$ cat src/rtl/lsu_stage.sv
// Load/store unit stage: one memory operation at a time over a req/ready port,
// with alignment/legality checks, byte-lane handling and a REQ timeout.
module lsu_stage #(
    parameter int unsigned TIMEOUT_CYCLES = 255
) (
    input  logic        clk,
    input  logic        rst_n,
    input  logic        in_valid,
    output logic        in_ready,
    input  logic        is_load,
    input  logic        is_store,
    input  logic [2:0]  funct3,
    input  logic [31:0] addr,
    input  logic [31:0] wdata,
    output logic        out_valid,
    output logic [31:0] load_data,
    output logic        fault,
    output logic [1:0]  fault_cause,
    output logic        mem_req,
    output logic        mem_we,
    output logic [31:0] mem_addr,
    output logic [31:0] mem_wdata,
    output logic [3:0]  mem_wstrb,
    input  logic        mem_ready,
    input  logic [31:0] mem_rdata
);

    typedef enum logic [1:0] {IDLE, REQ, RESP} state_t;

    localparam logic [31:0] TLIM = 32'(TIMEOUT_CYCLES - 1);

    state_t      state;
    logic [31:0] cnt;
    logic [2:0]  op_f3;
    logic [1:0]  op_ofs;

    logic        illegal;
    logic        misaligned;
    logic        expired;
    logic [3:0]  strb;
    logic [31:0] wlanes;

    always_comb begin
        illegal = (is_load && is_store)
                || (funct3 == 3'b011)
                || (funct3[2:1] == 2'b11)
                || (is_store && funct3[2]);
        misaligned = 1'b0;
        strb = 4'b1111;
        wlanes = wdata;
        unique case (funct3[1:0])
            2'b00: begin
                strb = 4'b0001 << addr[1:0];
                wlanes = {4{wdata[7:0]}};
            end
            2'b01: begin
                misaligned = addr[0];
                strb = 4'b0011 << addr[1:0];
                wlanes = {2{wdata[15:0]}};
            end
            default: misaligned = (addr[1:0] != 2'b00);
        endcase
        expired = (TIMEOUT_CYCLES != 0) && (cnt == TLIM);
    end

    // Shift the selected lane down to bit 0, then extend by size/sign.
    function automatic logic [31:0] extend(
        input logic [2:0]  f3,
        input logic [1:0]  ofs,
        input logic [31:0] w
    );
        logic [31:0] sh;
        sh = w >> {ofs, 3'b000};
        case (f3)
            3'b000:  return {{24{sh[7]}}, sh[7:0]};
            3'b100:  return {24'd0, sh[7:0]};
            3'b001:  return {{16{sh[15]}}, sh[15:0]};
            3'b101:  return {16'd0, sh[15:0]};
            default: return w;
        endcase
    endfunction

    always_ff @(posedge clk or negedge rst_n) begin
        if (!rst_n) begin
            state       <= IDLE;
            in_ready    <= 1'b1;
            out_valid   <= 1'b0;
            load_data   <= '0;
            fault       <= 1'b0;
            fault_cause <= '0;
            mem_req     <= 1'b0;
            mem_we      <= 1'b0;
            mem_addr    <= '0;
            mem_wdata   <= '0;
            mem_wstrb   <= '0;
            cnt         <= '0;
            op_f3       <= '0;
            op_ofs      <= '0;
        end else begin
            unique case (state)
                IDLE: begin
                    if (in_valid) begin
                        op_f3    <= funct3;
                        op_ofs   <= addr[1:0];
                        in_ready <= 1'b0;
                        if (!is_load && !is_store) begin
                            state     <= RESP;
                            out_valid <= 1'b1;
                        end else if (illegal) begin
                            state       <= RESP;
                            out_valid   <= 1'b1;
                            fault       <= 1'b1;
                            fault_cause <= 2'b11;
                        end else if (misaligned) begin
                            state       <= RESP;
                            out_valid   <= 1'b1;
                            fault       <= 1'b1;
                            fault_cause <= 2'b01;
                        end else begin
                            state     <= REQ;
                            mem_req   <= 1'b1;
                            mem_we    <= is_store;
                            mem_addr  <= {addr[31:2], 2'b00};
                            mem_wdata <= is_store ? wlanes : '0;
                            mem_wstrb <= is_store ? strb : 4'b0000;
                            cnt       <= '0;
                        end
                    end
                end
                REQ: begin
                    if (mem_ready || expired) begin
                        state     <= RESP;
                        out_valid <= 1'b1;
                        mem_req   <= 1'b0;
                        mem_we    <= 1'b0;
                        mem_addr  <= '0;
                        mem_wdata <= '0;
                        mem_wstrb <= '0;
                        cnt       <= '0;
                        if (mem_ready) begin
                            load_data <= mem_we ? '0
                                       : extend(op_f3, op_ofs, mem_rdata);
                        end else begin
                            fault       <= 1'b1;
                            fault_cause <= 2'b10;
                        end
                    end else begin
                        cnt <= cnt + 32'd1;
                    end
                end
                RESP: begin
                    state       <= IDLE;
                    in_ready    <= 1'b1;
                    out_valid   <= 1'b0;
                    load_data   <= '0;
                    fault       <= 1'b0;
                    fault_cause <= '0;
                end
                default: begin
                    state    <= IDLE;
                    in_ready <= 1'b1;
                end
            endcase
        end
    end

endmodule

$ cat config.mk
export PLATFORM = sky130hd
export DESIGN_NAME = lsu_stage
export DESIGN_NICKNAME = d
export VERILOG_FILES = /design/src/rtl/lsu_stage.sv
export SDC_FILE = /design/constraint.sdc
export NUM_CORES = 1
export LEC_CHECK = 0
export ABC_AREA = 1
export CORE_AREA = 2 2 137 139
export DETAILED_ROUTE_END_ITERATION = 8
export DIE_AREA = 0 0 139 141
export HOLD_SLACK_MARGIN = 0.02
export MAX_ROUTING_LAYER = met4
export PLACE_DENSITY = 0.85
export SYNTH_ARGS = -nofsm -noshare
export SYNTH_HDL_FRONTEND = slang
export SYNTH_SLANG_ARGS = --single-unit
$ cat constraint.sdc
create_clock -name clk -period 2 [get_ports clk]
set_clock_uncertainty 0.05 [all_clocks]
set_input_delay 0.2 -clock clk [delete_from_list [all_inputs] [get_ports clk]]
set_output_delay 0.2 -clock clk [all_outputs]
set_load 0.02 [all_outputs]
==> results.cfg <==
[place]
io_buffers = 209
dp_hpwl_um = 18330
globalplace.congestion = 0.9286
dp_slack_ns = -0.02189

[drt]
post_drt_wl_per_cell_um = 16.09
dr.pass1.iters = 5
viasPerCell = 5.234
drc = 0
routed_wl_um = 25350
route.vias.total = 8249
drt_iter0_markers = 612
ant_nets = 0

[floorplan]
initial_core_util = 0.4305
core-area_um2 = 18270
die_y_um = 141
dieArea_um2 = 19600
ios = 212
die_w_um = 139
rows = 50

[critical_path]
end_kind = register
cp_slowest_cell = dfrtp_1
cp_num_cells = 8
cpPeakStageDelay_ns = 0.40
crit_end = cnt[14]$_DFFE_PN0P_
start_kind = register
crit_required_ns = 2.26
r2r_cells = 8
startpoint = cnt[1]$_DFFE_PN0P_
crit_chain = ha_1 > inv_1 > nor2_1 > nand3_1 > nor2_2 > inv_1 > nor3_1 > nor2_1
path_buf_inv = 2
worstSetupPathType = register to register
rrSetupSlack_ns = 0.10
worstPathArrival_ns = 2.16
crit_family = simple AND/OR/NAND/NOR gates
path_max_fanout = 4
r2r_start = cnt[1]$_DFFE_PN0P_
worstReg2RegEnd = cnt[14]$_DFFE_PN0P_

[timing]
setup-violations-final = 0
rsz0062_at_grt = true
setup_tns_ns = 0
max_slew_margin = 0.6272
min_period_over_period = 0.9484
worst_pin_slew_ns = 0.5593
hold_viol = 0
slew_violations = 0
worst_slack_ns = 0.1031
fmax_mhz = 527.2
fin_hold_ws_ns = 0.2520
min_period_ns = 1.897

[grt]
grt_first_pass_wirelength_um = 40540
met2_usage = 0.4174
grt_use_total = 0.2645
grt-busiest-layer = met2
antenna_found_initial = 0
grt_use_met1 = 0.3368
grt_max_degree = 57
overflow = 0
grt_pass1_vias = 8074
use_met3 = 0.06386

[clock_network]
clock_sinks = 144
ctsRootBufferMaster = clkbuf_16
clock_path_buffers = 2
cts.reportedPaths.clkPinSlew_ns = 0.06
cts_tree = built
cts_buffers = 17
h-tree-depth = 4
insertion_delay_ns = 0.43

[yosys]
synth_area_leaders = dfrtp_1, nand2_1, nor2_1
yosysMostFrequentCell = nand2_1
synthFlopType = dfrtp_1
synth_top_cell_area_share = 0.4550
ys.warnings.count = 0
syn_inst = 1093
synth_edf_count = 0
synth_common_cells = nand2_1, nor2_1, dfrtp_1
synthDistinctLibCells = 35
async_flop_share = 1.000
yosysSeqAreaShare = 0.4583
netlist_area_um2 = 7865
yosysTopAreaCell = dfrtp_1
avgSynthCellArea_um2 = 7.196
ys_ff_latch = 144

[finish]
syn2layout_area_growth_pct = 42.73
nets = 1440
num_antenna_cells = 0
drive_gt1_frac = 0.08122

[power_and_ir_drop]
power_uw = 15160
total_leakage_power_uw = 0.005205
p_per_area_nw_per_um2 = 1350
irDropWorstVdd_mv = 1.003

[outcome]
outcome = complete, no violations

[flow_run]
drv_cap = 0

[hold_path]
hp-class = input pin to asynchronous set/reset pin
## how the worst min path moves through the flow
stage | start | endpoint | cells after the start
floorplan | rst_n | cnt[0]$_DFFE_PN0P_ | 0
global placement | rst_n | mem_wdata[10]$_DFFE_PN0P_ | 1
detailed placement | rst_n | mem_wdata[10]$_DFFE_PN0P_ | 1
CTS | rst_n | mem_wdata[20]$_DFFE_PN0P_ | 2
global route | addr[20] | mem_addr[20]$_DFFE_PN0P_ | 3
finish | rst_n | mem_wdata[10]$_DFFE_PN0P_ | 2
## final cells by class
cell class              count  area (µm²)
multi-input cells         774        3555
clock inverters            13       172.7
clock buffers              19       452.9
well taps                 234       292.8
flip-flops and latches    144        3605
fillers                  1551        7042
inverters                 128       480.5
repair buffers            264        2668
## power by group
part	total (µW)	switching, µW	internal, µW
clock network	3410	1350	2050
logic	7350	4180	3170
registers	4400	587	3820
total	15200	6120	9040
## flip-flops by register name, indices dropped and copies added (netlist names)
register,count
mem_wstrb,4
op_ofs,2
fault,1
mem_we,1
out_valid,1
op_f3,3
fault_cause,2
mem_wdata,32
load_data,32
mem_addr,30
cnt,32
in_ready,1
state,2
mem_req,1
## what timing repair did
item | CTS | global route
cloned | 0 | 2
endpoints found under the setup margin | 1 | 85
buffers inserted | 0 | 0
hold endpoints to repair | 52 | 0
hold buffers | 1 | 0
resized for setup | 1 | 9
pin swaps | 0 | 0
## cells by family (layout without fill, tap and decap cells)
group                    Yosys count  in the layout  synth area share
multiplexers                       2              2          0.002863
other                              1              2         0.0004768
flip-flops                       144            144            0.4583
buffers and inverters            176            424           0.09545
adder cells (fa/ha/maj)            6              6          0.009545
AO/OA/AOI/OAI                    179            179            0.1260
AND/OR/NAND/NOR                  578            578            0.2996
XOR/XNOR                           7              7          0.007795
## cell usage in the layout, fill, tap and decap left out, types with 2 or more instances in the layout
cell type | Yosys | layout
o21bai_1 | 2 | 2
conb_1 | 1 | 2
o21ai_1 | 33 | 34
nor2_1 | 149 | 147
ha_1 | 6 | 5
nor3_1 | 7 | 7
o21ai_0 | 76 | 74
inv_6 | 0 | 5
nand2_2 | 4 | 4
o31ai_1 | 3 | 3
clkinv_4 | 0 | 3
mux2_2 | 2 | 2
buf_12 | 0 | 11
a221oi_1 | 3 | 3
clkbuf_8 | 0 | 2
bufinv_16 | 0 | 3
nand3_1 | 75 | 74
o22ai_1 | 18 | 18
buf_6 | 8 | 2
buf_4 | 4 | 41
inv_2 | 4 | 5
xor2_1 | 7 | 7
clkdlybuf4s50_1 | 0 | 208
nand2_1 | 318 | 317
o221ai_1 | 7 | 7
clkbuf_16 | 0 | 18
a21oi_1 | 29 | 29
nand3b_1 | 4 | 4
nor3b_1 | 2 | 2
dfrtp_1 | 143 | 143
inv_1 | 124 | 123
o211ai_1 | 5 | 5
nand4_1 | 17 | 17
o21ai_2 | 1 | 2
nor2_2 | 1 | 3
## stage by stage
stage                     std cells  area, µm²  utilization
after global routing           1576      11230       0.6145
after detailed placement       1541      10520       0.5761
final                          1576      11230       0.6145
after global placement         1541      10520       0.5761
after floorplan                1094       7869            -
after CTS                      1574      11160       0.6110
## layer usage
metal	vias to the layer above	wire, µm
met1	3881	10980
met5	-	0
met3	52	1739
met4	0	556
met2	334	12080
li1	3982	-
Power figures use the tool's default switching activity.
